[config.mk]
export PLATFORM = sky130hd
export DESIGN_NAME = hex_scan_ctrl
export DESIGN_NICKNAME = d
export VERILOG_FILES = /design/src/rtl/hex_scan_ctrl.sv
export SDC_FILE = /design/constraint.sdc
export NUM_CORES = 1
export LEC_CHECK = 0
export CORE_ASPECT_RATIO = 1.1
export CORE_MARGIN = 4
export CORE_UTILIZATION = 50
export DETAILED_ROUTE_END_ITERATION = 16
export PLACE_DENSITY = 0.76
export REMOVE_ABC_BUFFERS = 1
export SYNTH_ARGS = -nofsm -noshare
export SYNTH_HDL_FRONTEND = slang
export SYNTH_SLANG_ARGS = --single-unit
export TNS_END_PERCENT = 1
[constraint.sdc]
create_clock -name CLOCK_50 -period 2.6 [get_ports CLOCK_50]
set_clock_uncertainty 0.1 [all_clocks]
set_input_delay 0.26 -clock CLOCK_50 [delete_from_list [all_inputs] [get_ports CLOCK_50]]
set_output_delay 0.26 -clock CLOCK_50 [all_outputs]
set_load 0.1 [all_outputs]
[src/rtl/hex_scan_ctrl.sv]
// Time-multiplexes one external BCD-to-7-segment decoder across NUM_DIGITS HEX displays.
// Optional feature: define LEADING_ZERO_BLANK_EN to blank leading zeros (digit 0 is never blanked).
module hex_scan_ctrl #(
  parameter int NUM_DIGITS = 4,
  parameter int SCAN_DIV   = 16
) (
  input  logic                          CLOCK_50,
  input  logic                          RST_N,
  input  logic                          wr_valid,
  output logic                          wr_ready,
  input  logic [$clog2(NUM_DIGITS)-1:0] wr_digit,
  input  logic [3:0]                    wr_value,
  output logic [3:0]                    dec_bcd,
  input  logic [6:0]                    dec_seg,
  output logic [7*NUM_DIGITS-1:0]       HEX,
  output logic [$clog2(NUM_DIGITS)-1:0] scan_idx,
  output logic                          frame_done
);

  localparam int IDX_W = $clog2(NUM_DIGITS);
  localparam int CNT_W = $clog2(SCAN_DIV);
  localparam logic [CNT_W-1:0] SETTLE_LAST = CNT_W'(SCAN_DIV - 3);
  localparam logic [IDX_W-1:0] LAST_IDX    = IDX_W'(NUM_DIGITS - 1);
  localparam logic [IDX_W:0]   DIGITS      = (IDX_W + 1)'(NUM_DIGITS);
  localparam logic [6:0]       SEG_BLANK   = 7'h7F;

  typedef enum logic [1:0] {
    S_LOAD,
    S_SETTLE,
    S_CAPTURE
  } state_t;

  state_t           state, next_state;
  logic [CNT_W-1:0] slot_cnt;
  logic [3:0]       val [NUM_DIGITS];
  logic             cur_blank;
  logic             lz_blank;
  logic             wr_fire;

  assign wr_fire = wr_valid && wr_ready && ({1'b0, wr_digit} < DIGITS);

  // NOTE: state registers use non-blocking assignments so every flop samples pre-edge values.
  always_ff @(posedge CLOCK_50 or negedge RST_N) begin
    if (!RST_N) state <= S_LOAD;
    else        state <= next_state;
  end

  // NOTE: every output of this block gets a default first, so no path can infer a latch.
  always_comb begin
    next_state = state;
    wr_ready   = 1'b1;
    case (state)
      S_LOAD:    next_state = S_SETTLE;
      S_SETTLE:  if (slot_cnt == SETTLE_LAST) next_state = S_CAPTURE;
      S_CAPTURE: begin
        next_state = S_LOAD;
        wr_ready   = 1'b0;
      end
      default:   next_state = S_LOAD;
    endcase
  end

  always_ff @(posedge CLOCK_50 or negedge RST_N) begin
    if (!RST_N)                slot_cnt <= '0;
    else if (state == S_SETTLE) slot_cnt <= slot_cnt + CNT_W'(1);
    else                       slot_cnt <= '0;
  end

  // Leading-zero test is evaluated at load time so capture sees a consistent snapshot.
  always_comb begin
    lz_blank = 1'b0;
`ifdef LEADING_ZERO_BLANK_EN
    if (scan_idx != '0 && val[scan_idx] == 4'd0) begin
      lz_blank = 1'b1;
      for (int j = 0; j < NUM_DIGITS; j++) begin
        if (j > int'(scan_idx) && val[j] inside {[4'd1:4'd9]}) lz_blank = 1'b0;
      end
    end
`endif
  end

  // NOTE: the small digit store is reset explicitly because blank-at-reset is visible behaviour.
  always_ff @(posedge CLOCK_50 or negedge RST_N) begin
    if (!RST_N) begin
      for (int i = 0; i < NUM_DIGITS; i++) val[i] <= 4'hF;
      HEX        <= '1;
      dec_bcd    <= 4'h0;
      scan_idx   <= '0;
      cur_blank  <= 1'b0;
      frame_done <= 1'b0;
    end else begin
      frame_done <= 1'b0;
      if (wr_fire) val[wr_digit] <= wr_value;
      case (state)
        S_LOAD: begin
          dec_bcd   <= val[scan_idx];
          cur_blank <= (val[scan_idx] > 4'd9) || lz_blank;
        end
        S_CAPTURE: begin
          HEX[7*scan_idx +: 7] <= cur_blank ? SEG_BLANK : dec_seg;
          if (scan_idx == LAST_IDX) begin
            scan_idx   <= '0;
            frame_done <= 1'b1;
          end else begin
            scan_idx <= scan_idx + IDX_W'(1);
          end
        end
        default: ;
      endcase
    end
  end

endmodule

# ---- Word-level counts from Yosys, hierarchy flattened
# Index checks and enable logic that the tools add are counted.
dict set report word_totals {
  ff_bits 58
  input_bits 16
  output_inout_bits 36
  elab_cells 46
}
dict set report classes {
  add_sub_neg 3
  mul 1
  n_lt_le_gt_ge 4
  n_eq_ne 5
  n_shift 2
  mux 15
  bitwise_logic 2
  reduce_logical 3
}
# op count
set op_table {}
lappend op_table {{$neg A5 Y34} 1}
lappend op_table {{$shift A7 B34 Y28 const A} 1}
lappend op_table {{$shiftx A7 B34 Y28} 1}
lappend op_table {{$bwmux W28} 1}
lappend op_table {{$bwmux W16} 1}
lappend op_table {{$mux W4} 4}
lappend op_table {{$bmux W4 S2} 1}
lappend op_table {{$demux W4 S2} 1}
lappend op_table {{$mux W7} 1}
lappend op_table {{$ge A3 B3 Y1 const B} 2}
lappend op_table {{$not A2 Y3} 2}
lappend op_table {{$mul A3 B2 Y5 const A} 1}
lappend op_table {{$add A4 B1 Y4 const B} 1}
lappend op_table {{$eq A2 B2 Y1 const B} 2}
lappend op_table {{$eq A4 B4 Y1 const B} 1}
lappend op_table {{$gt A4 B4 Y1 const B} 1}
lappend op_table {{$mux W2} 2}
lappend op_table {{$pmux W2 S2} 1}
lappend op_table {{$lt A3 B1 Y1 const B} 1}
lappend op_table {{$mux W1} 3}
lappend op_table {{$add A2 B1 Y2 const B} 1}
lappend op_table {{$eq A2 B1 Y1 const B} 1}
lappend op_table {{$logic_and A1 B1 Y1} 2}
lappend op_table {{$logic_not A2 Y1} 1}
lappend op_table {{$ne A2 B2 Y1 const B} 1}

# ---- Depth between registers and ports, before layout
# Gate-level depths: netlist (run 1).
dict set report logic_depth {
  word_depth 6
  depth_mapped 7
  mapped_depth_nobuf 5
}

# ---- Worst setup path after synthesis (run 1)
# OpenSTA, ideal clock, no wires.
dict set report synth_timing {
  path_type {register to register}
  startpoint {register scan_idx[0]}
  endpoint {register HEX[0]}
  setup_ns 0.073
  arrival_ns 2.530
  required_ns 2.427
  slack_ns -0.104
  stages_incl_launch_ff 7
  n_path_buf 2
  period_less_slack_ns 2.704
  path_cell_list {dfrtp_1 -> buf_2 -> inv_1 -> ha_1 -> or4_4 -> buf_6 -> o2bb2ai_1}
}
dict set report synth_via {
  elab_chain_cells 4
  elab_cells_between_ends 5
  classes_between {add/sub (1); mul (1); shift (2); mux (1)}
}
# element line_no
set synth_lines {}
lappend synth_lines {{from (decl)} 16} ;# output logic [$clog2(NUM_DIGITS)-1:0] scan_idx,
lappend synth_lines {{from (signal assigned)} 105} ;# scan_idx <= scan_idx + IDX_W'(1);
lappend synth_lines {{$mul A3 B2 Y5 (*)} 100} ;# HEX[7*scan_idx +: 7] <= cur_blank ? SEG_BLANK : dec_seg;
lappend synth_lines {{$neg A5 Y34 (*)} 100}
lappend synth_lines {{$shiftx A7 B34 Y28 / $shift A7 B34 Y28 (equally long branches)} 100}
lappend synth_lines {{$bwmux W28 (*)} 100}
lappend synth_lines {{to (signal, indexed assignment)} 100}
lappend synth_lines {{to (decl)} 15} ;# output logic [7*NUM_DIGITS-1:0] HEX,
# Mark *: on every way between the ends. The rest lies on a longest branch, timed or not.
# A chain may end at the register's enable or synchronous reset.

# ---- Worst setup path in the final report (run 1)
dict set report layout_timing {
  startpoint {register scan_idx[1]}
  endpoint {register HEX[1]}
}
# The elaborated chain is that of the path after synthesis.

==> metrics.txt, run 1 <==
Synth warnings 0; final setup fails 0; unrepaired setup endpoints after global routing false; Syn Area/Cell 14.3 um2; layout cells sized above 1 51.5%; placed cells 276; Fin Setup TNS 0 ns; Pins Over Slew Limit 0; antenna-violating nets left 0; area grow syn2layout 28.5%; synth top area cells dfstp_2 (47%), dfrtp_1 (14%), o2bb2ai_1 (10%); Clock Tree Root clkbuf_8; max_slew headroom 61.3%; worst vdd ir 0.438 mV; area leader, netlist dfstp_2; clk slew on worst S/H paths 0.06 ns; crit end category flip-flop; CP Data Arrival Time 2.18 ns; Critical-path top delay cell or4_4; WHS 0.363 ns; GRT overflow 0; CTS Buf Count 9; Worst-Skew Late Latency 0.33 ns; Final period util 78.0%; HP Class primary input to async pin; DR vias/cell 5.59; post-CTS sizing 0; CP peak stage delay 0.61 ns; Core Region 4680 um2; final net count 255; area of the multi-input gates 887 um2; chip height 81.5 um; Synth Instances 171; WS Path Type flip-flop to flip-flop; fmax 0.493 GHz; die area 6090 um2; wire length per cell 18.0 um; first-pass GRT wire length 8800 um; Yosys cell types 30; crit start category flip-flop; Cell Count, Final, Fillers Out 293; 1st-iter DRT viols 67; Placement Rows 26; pin count of the biggest net entering global routing 59; register area 1510 um2; H-tree levels 3; Port Buffers 51; # diodes 0; chip width 74.8 um; initial core utilization 52.4%; initial antenna violation count 0; CP Data Required Time 2.75 ns; Max Fanout on Critical Path 8; register area share after synthesis 61.4%; cell area after synthesis 2450 um2; RePlAce Congestion 0.782; CTS tree yes; CTS max path bufs 2; Cell Chain, Critical Path inv_1 -> ha_1 -> or4_4 -> o2bb2ai_1; top-area cell type share of the netlist area 47.1%; HPWL Detailed 3860 um; Pleak 1.34 nW; gr usage total 19.6%; final count of hold timing violations 0; Post-Route WL 5260 um; hold buffers post-CTS 1; # fillers 359; Least-Margin Pin Slew 0.578 ns; Remaining DRCs 0; setup bufs post-CTS 0; min Tclk post-route 2.03 ns; clock sink count 58; drt first pass iters 4; #FFs+latches synth 58; vias in the first global route 1,789; I/O pin cnt 52; # Max-Cap Violations 0; pwr/cell area 861 nW/um2; outcome completed; DR vias 1,637
-- final cells by class --
| type | count | share of cell area [%] |
|---|---|---|
| inverter | 5 | 0.675 |
| multi-input combinational | 103 | 28.1 |
| timing repair buffer | 55 | 14.6 |
| clock inverter | 2 | 1.11 |
| clock buffer | 14 | 5.48 |
| sequential | 58 | 47.8 |
| tap | 56 | 2.22 |
-- path summary, 6_finish.rpt --
kind | end | cells past startpoint | start | slack (ns)
hold / removal | frame_done | 3 | RST_N | 0.36
max in group asynchronous | val[6] | 3 | RST_N | 1.75
setup reg to reg | HEX[1] | 4 | scan_idx[1] | 0.57
min in group CLOCK_50 | HEX[21] | 1 | HEX[21] | 0.38
hold reg to reg | HEX[21] | 1 | HEX[21] | 0.38
setup / recovery | HEX[1] | 4 | scan_idx[1] | 0.57
-- worst max-delay path, delay by kind of cell (launching register included) --
kind            cells  cell delay, ns
flops               1            0.52
buf+inv             1            0.15
compound gates      1            0.21
fa+ha+maj           1            0.37
simple gates        1            0.61
-- routing by layer --
layer | wire [um] | GRT usage, % | share of wire (%) | vias to the layer above
li1 | - | - | - | 754
met1 | 2200 | 24.1 | 42 | 806
met2 | 2550 | 32.2 | 48 | 59
met3 | 326 | 3.67 | 6.2 | 18
met4 | 189 | 11.4 | 3.6 | 0
met5 | 0 | 0 | 0 | -
-- registers in the layout (all words and copies together) (netlist names) --
name / count
slot_cnt: 4
frame_done: 1
dec_bcd: 4
cur_blank: 1
scan_idx: 2
val: 16
state: 2
HEX: 28
-- metrics by stage --
stage / setup slack, ns / area (um2) / util [%] / total power [mW]
4_1_cts: 0.568 / 3150 / 67.3 / 2.73
3_5_place_dp: 0.588 / 2940 / 62.7 / 1.88
2_1_floorplan: -0.0562 / 2410 / - / 1.69
6_report: 0.571 / 3150 / 67.3 / 2.71
3_3_place_gp: 0.697 / 2940 / 62.7 / 1.86
5_1_grt: 0.392 / 3150 / 67.3 / 2.81
-- synth_stat cells --
| cell type | instances |
|---|---|
| dfstp_2 | 44 |
| o2bb2ai_1 | 28 |
| mux2_2 | 16 |
| dfrtp_1 | 14 |
| nor2_1 | 14 |
| nand2_1 | 9 |
| ha_1 | 7 |
| inv_1 | 4 |
| mux4_2 | 4 |
| mux2_1 | 3 |
| nand3_1 | 3 |
| o21ai_0 | 3 |
| buf_6 | 2 |
| nand4b_1 | 2 |
| o21ai_1 | 2 |
| or4_4 | 2 |
| a41oi_1 | 1 |
| buf_1 | 1 |
| buf_2 | 1 |
| buf_4 | 1 |
| inv_4 | 1 |
| nand2b_1 | 1 |
| nand3b_1 | 1 |
| nand4_1 | 1 |
| nor2b_1 | 1 |
| nor4b_2 | 1 |
| nor4bb_1 | 1 |
| or3_1 | 1 |
| xnor2_1 | 1 |
| xor2_1 | 1 |
-- layout by cell type (no fill, tap or decap) --
cell type / count
dfstp_2: 44
buf_4: 38
o2bb2ai_1: 28
mux2_2: 16
nor2_1: 14
dfrtp_1: 14
clkdlybuf4s50_1: 14
clkbuf_8: 12
nand2_1: 9
ha_1: 7
inv_1: 4
mux4_2: 4
nand3_1: 3
mux2_1: 3
o21ai_0: 3
or4_4: 2
o21ai_1: 2
nand4b_1: 2
clkbuf_1: 2
nand2b_1: 1
xnor2_1: 1
nor2b_1: 1
inv_4: 1
xor2_1: 1
nor4bb_1: 1
nand3b_1: 1
or3_1: 1
nor4b_2: 1
nand4_1: 1
a41oi_1: 1
clkinv_2: 1
bufinv_16: 1
dlygate4sd3_1: 1
buf_2: 1
buf_12: 1
-- cell families after synthesis --
family,after synthesis,share of synthesized area [%]
compound gates,34,11.4
flops,58,61.4
mux,23,12.4
xor+xnor,2,0.714
simple gates,37,8.11
buf+inv,10,2.45
fa+ha+maj,7,3.57
-- power breakdown --
part           switching [mW]  internal, mW
Combinational           0.529         0.192
Sequential             0.0642          1.08
Clock                   0.333         0.520
Total                   0.925          1.79
No activity file was read; power rests on OpenSTA's default activity.
==> run 2: changes to the inputs <==
Settings changed: CORE_UTILIZATION 50 to 45, PLACE_DENSITY 0.76 to 0.72.
Clock period 2.6 ns to 1.7 ns, I/O delays scaled along.
==> run 2 against run 1 <==
Against the previous run: critical path depth stayed put; sequential power is 58% higher; worst setup slack got worse by 0.57 ns; count of clock-buffer cells in the layout fell by 4; final cell count up 8.5%; wire length increased by 8.7%; clock power is 63% higher; global-route usage is 1.7 points lower; power increased by 67%; largest cell class unchanged.
==> metrics.txt, run 2 (synthesized netlist as in run 1, its figures left out) <==
worst vdd ir 1.01 mV (+130%); crit start category flip-flop; crit end category flip-flop; Core Region 5130 um2 (+9.6%); clock sink count 58 (unchanged); RePlAce Congestion 0.790 (+0.95%); WS Path Type flip-flop to flip-flop; Final period util 99.7% (+22 points); Pleak 1.58 nW (+18%); most frequent cells in the layout dfstp_2 (44), buf_12 (37), o2bb2ai_1 (20); antenna-violating nets left 0 (unchanged); pre-CTS setup slack -0.0902 ns (-0.678 ns); pwr/cell area 1190 nW/um2 (+38%); total power 4.54 mW (+67%); initial core utilization 47.8% (-4.6 points); unrepaired setup endpoints after global routing true; Pins Over Slew Limit 0 (unchanged); Remaining DRCs 0 (unchanged); layout cells sized above 1 61.0% (+9.5 points); Largest regs HEX x28, val x16; vias in the first global route 1,784 (-0.28%); initial antenna violation count 0 (unchanged); Least-Margin Pin Slew 0.543 ns (-0.0351 ns); die area 6700 um2 (+9.9%); setup ws final 0.00516 ns (-0.566 ns); drt first pass iters 4 (unchanged); HP Class primary input to async pin; wire length per cell 18.0 um (+0.12%); Cell Chain, Critical Path inv_2 -> ha_4 -> or4_4 -> o2bb2ai_1; final setup fails 0 (unchanged); Max Fanout on Critical Path 7 (-1); HPWL Detailed 3980 um (+3.2%); CP Data Arrival Time 1.85 ns (-0.33 ns); fmax 0.590 GHz (+20%); largest reg by FF count HEX; chip height 85.4 um (+4.9%); Final Util 74.4% (+7.1 points); DR vias/cell 5.39 (-3.6%); max reg flops 28 (unchanged); DR vias 1,713 (+4.6%); CP peak stage delay 0.59 ns (-0.02 ns); GRT overflow 0 (unchanged); pin count of the biggest net entering global routing 59 (unchanged); final count of hold timing violations 0 (unchanged); I/O pin cnt 52 (unchanged); Worst Path Buf+Inv 1 (unchanged); CTS tree yes; H-tree levels 3 (unchanged); WHS 0.272 ns (-0.0905 ns); CP delay by family, top simple AND/OR/NAND/NOR gates; outcome completed; Clock Tree Root clkbuf_8; first-pass GRT wire length 9110 um (+3.5%); Placement Rows 27 (+3.8%); clk slew on worst S/H paths 0.06 ns (about the same); gr usage total 17.9% (-1.7 points); CTS max path bufs 2 (unchanged); final net count 264 (+3.5%); min Tclk post-route 1.69 ns (-0.334 ns); Critical-path top delay cell or4_4; CP Data Required Time 1.86 ns (-0.89 ns); Worst-Skew Late Latency 0.33 ns (about the same); # diodes 0 (unchanged); Fin Setup TNS 0 ns (unchanged); 1st-iter DRT viols 61 (-9.0%); # Max-Cap Violations 0 (unchanged); CTS Buf Count 9 (unchanged); area grow syn2layout 55.7%; max_slew headroom 63.6% (+2.3 points); Post-Route WL 5720 um (+8.7%); Port Buffers 51 (unchanged); chip width 78.4 um (+4.8%); commonest non-fill, non-tap cell in the layout dfstp_2
-- run 2: cell type report --
type / count / area (um2)
Sequential cell: 58 / 1510
Clock inverter: 6 / 80.1
Inverter: 5 / 21.3
Tap cell: 72 / 90.1
Fill cell: 329 / 1320
Clock buffer: 10 / 138
Multi-Input combinational cell: 103 / 1000
Timing Repair Buffer: 64 / 982
-- run 2: path summary, 6_finish.rpt --
path | from | end | slack [ns] | depth (start not counted)
worst max register to register | scan_idx[1] | HEX[1] | 0.005 | 4
max in group asynchronous | RST_N | val[13] | 0.92 | 3
worst min register to register | slot_cnt[0] | slot_cnt[0] | 0.40 | 1
worst max-delay path | scan_idx[1] | HEX[1] | 0.005 | 4
worst min-delay path | RST_N | frame_done | 0.27 | 3
min in group CLOCK_50 | slot_cnt[0] | slot_cnt[0] | 0.40 | 1
-- run 2: worst reg2reg max path, stage by stage (launching register included) --
cell and delay (ns):
dfrtp_1 0.39, inv_2 0.10, ha_4 0.23, or4_4 0.60, o2bb2ai_1 0.20
-- run 2: power breakdown --
group          leakage, nW  switching [mW]  internal, mW  total, mW
Combinational        0.827           0.813         0.531       1.34
Clock                0.116           0.538         0.854       1.39
Sequential           0.633           0.153          1.65       1.80
-- run 2: repair_timing --
action | CTS | global route
endpoints found under the hold margin | 50 | 0
pin swaps | 2 | 11
setup buffers | 1 | 1
hold buffers | 1 | 0
setup endpoints to repair | 23 | 28
gates resized for setup | 5 | 16
-- run 2: layer usage --
layer	vias up	part of all wire, %	wire length [um]	track usage, %
met4	0	2.9	165	9.38
met2	60	49	2790	28.0
met1	852	44	2520	23.3
met3	16	4.2	242	3.93
met5	-	0	0	0
li1	785	-	-	-
-- run 2: stage by stage --
stage | std cells | area [um2]
after floorplan | 166 | 2410
after global placement | 299 | 3460
after detailed placement | 299 | 3460
after CTS | 317 | 3720
after global routing | 318 | 3820
final | 318 | 3820
==> run 3: changes to the inputs <==
Settings changed: CORE_UTILIZATION 45 to 50, PLACE_DENSITY 0.72 to 0.76.
Clock period 1.7 ns to 1.9 ns, I/O delays scaled along.
==> run 3 against run 2 <==
Against the previous run: sequential share of layout area increased by 2.9 points; flip-flop and latch count unchanged; sequential power decreased by 11%; via count decreased by 0.93%; critical path depth unchanged; count of clock-buffer cells in the layout increased by 4; worst setup slack improved by 0.10 ns; power decreased by 15%; final area decreased by 6.9%; die area decreased by 9.0%; combinational power decreased by 15%; critical path type unchanged; critical endpoint unchanged.
==> metrics.txt, run 3 (synthesized netlist as in run 1, its figures left out) <==
max_slew headroom 53.3% (-10 points); crit end category flip-flop; register area 1510 um2 (unchanged); Final Util 75.9% (+1.5 points); GR Util met2 36.2% (+8.2 points); H-tree levels 3 (unchanged); min Tclk post-route 1.79 ns (+0.0993 ns); WHS 0.405 ns (+0.133 ns); met3 Usage GRT 8.20% (+4.3 points); area grow syn2layout 44.9%; layout cells sized above 1 52.3% (-8.7 points); Core Region 4680 um2 (-8.8%); HP Class primary input to async pin; Max Fanout on Critical Path 7 (unchanged); pwr/cell area 1090 nW/um2 (-8.4%); DR vias/cell 5.71 (+6.1%); met1 Resource Use GR 23.1% (-0.15 points); r2r endpoint HEX[1]; CP Launch Point scan_idx[1]; CTS tree yes; outcome completed; Worst Path Buf+Inv 1 (unchanged); DR vias 1,697 (-0.93%); Placement Rows 26 (-3.7%); CTS Buf Count 9 (unchanged); initial core utilization 52.4% (+4.6 points); Port Buffers 51 (unchanged); chip height 81.5 um (-4.7%); GRT overflow 0 (unchanged); worst vdd ir 0.851 mV (-16%); Post-Route WL 5740 um (+0.31%); I/O pin cnt 52 (unchanged); vias in the first global route 1,814 (+1.7%); die area 6090 um2 (-9.0%); pin count of the biggest net entering global routing 59 (unchanged); Least-Margin Pin Slew 0.701 ns (+0.157 ns); Worst-Skew Late Latency 0.34 ns (about the same); Critical-path top delay cell or4_4; final count of hold timing violations 0 (unchanged); most frequent cells in the layout dfstp_2 (44), buf_12 (31), o2bb2ai_1 (28); initial antenna violation count 0 (unchanged); Final period util 94.4% (-5.3 points); HPWL Detailed 4310 um (+8.3%); RePlAce Congestion 0.891 (+13%); chip width 74.8 um (-4.6%); r2r setup slk 0.11 ns (+0.10 ns); CP delay by family, top simple AND/OR/NAND/NOR gates; Clock Tree Root clkbuf_8; gr usage total 21.2% (+3.3 points); r2r startpoint scan_idx[1]; clock sink count 58 (unchanged); area of the multi-input gates 893 um2 (-11%); GRT busiest layer met2; Worst Reg-to-Reg Cells 4 (unchanged); crit start category flip-flop; Largest regs HEX x28, val x16; WS Path Type flip-flop to flip-flop; drt first pass iters 4 (unchanged); Pins Over Slew Limit 0 (unchanged); first-pass GRT wire length 9190 um (+0.90%); # Max-Cap Violations 0 (unchanged); final net count 259 (-1.9%); clk slew on worst S/H paths 0.06 ns (about the same); CP peak stage delay 0.61 ns (+0.02 ns); Cell Chain, Critical Path inv_1 -> ha_1 -> or4_4 -> o2bb2ai_1; pre-CTS setup slack 0.0769 ns (+0.167 ns); commonest non-fill, non-tap cell in the layout dfstp_2; CTS max path bufs 2 (unchanged); Remaining DRCs 0 (unchanged); CP Data Arrival Time 1.95 ns (+0.10 ns); final setup fails 0 (unchanged); Pleak 1.50 nW (-4.5%); max reg flops 28 (unchanged); setup ws final 0.106 ns (+0.101 ns); wire length per cell 19.3 um (+7.4%); # diodes 0 (unchanged); antenna-violating nets left 0 (unchanged); 1st-iter DRT viols 81 (+33%); Fin Setup TNS 0 ns (unchanged); fmax 0.557 GHz (-5.5%); largest reg by FF count HEX; unrepaired setup endpoints after global routing false; total power 3.87 mW (-15%); CP Data Required Time 2.06 ns (+0.20 ns); # fillers 292 (-11%)
## run 3: report_power, final
| part | total (mW) | internal (mW) | switching [mW] |
|---|---|---|---|
| sequential | 1.60 | 1.48 | 0.126 |
| clock | 1.13 | 0.676 | 0.454 |
| combinational | 1.14 | 0.412 | 0.725 |
| total | 3.87 | 2.56 | 1.30 |
## run 3: how the worst max path moves through the flow
stage                         end  slack, ns  cells past startpoint
after detailed placement  HEX[13]       0.08                      5
after CTS                 HEX[13]       0.05                      5
after global placement    val[12]       0.10                      3
after global routing       HEX[1]       0.03                      4
after floorplan            HEX[0]      -0.76                      4
final                      HEX[1]       0.11                      4
## run 3: area by class of cell
class                           count  share of cell area [%]
Clock buffer                       14                    4.58
Clock inverter                      2                   0.986
Inverter                            5                   0.598
Multi-Input combinational cell    103                    25.1
Sequential cell                    58                    42.4
Tap cell                           56                    1.97
Timing Repair Buffer               59                    24.4
## run 3: layer usage
metal,wire length (um),vias up
met4,80,0
met3,424,12
met2,3090,70
met1,2140,844
li1,-,771
met5,0,-
## run 3: tightest hold or removal path, delay by kind of cell
| family | cells | cell delay (ns) |
|---|---|---|
| buffers and inverters | 3 | 1.16 |
## run 3: repair_timing
| action | CTS | global route |
|---|---|---|
| setup endpoints to repair | 0 | 5 |
| hold endpoints to repair | 14 | 0 |
| hold buffers | 1 | 0 |
| buffers inserted | 0 | 1 |
| gates resized for setup | 0 | 1 |
## run 3: through the flow
| stage | instances | instance area (um2) |
|---|---|---|
| floorplan | 166 | 2410 |
| global placement | 279 | 3330 |
| detailed placement | 279 | 3330 |
| CTS | 296 | 3540 |
| global route | 297 | 3550 |
| finish | 297 | 3550 |
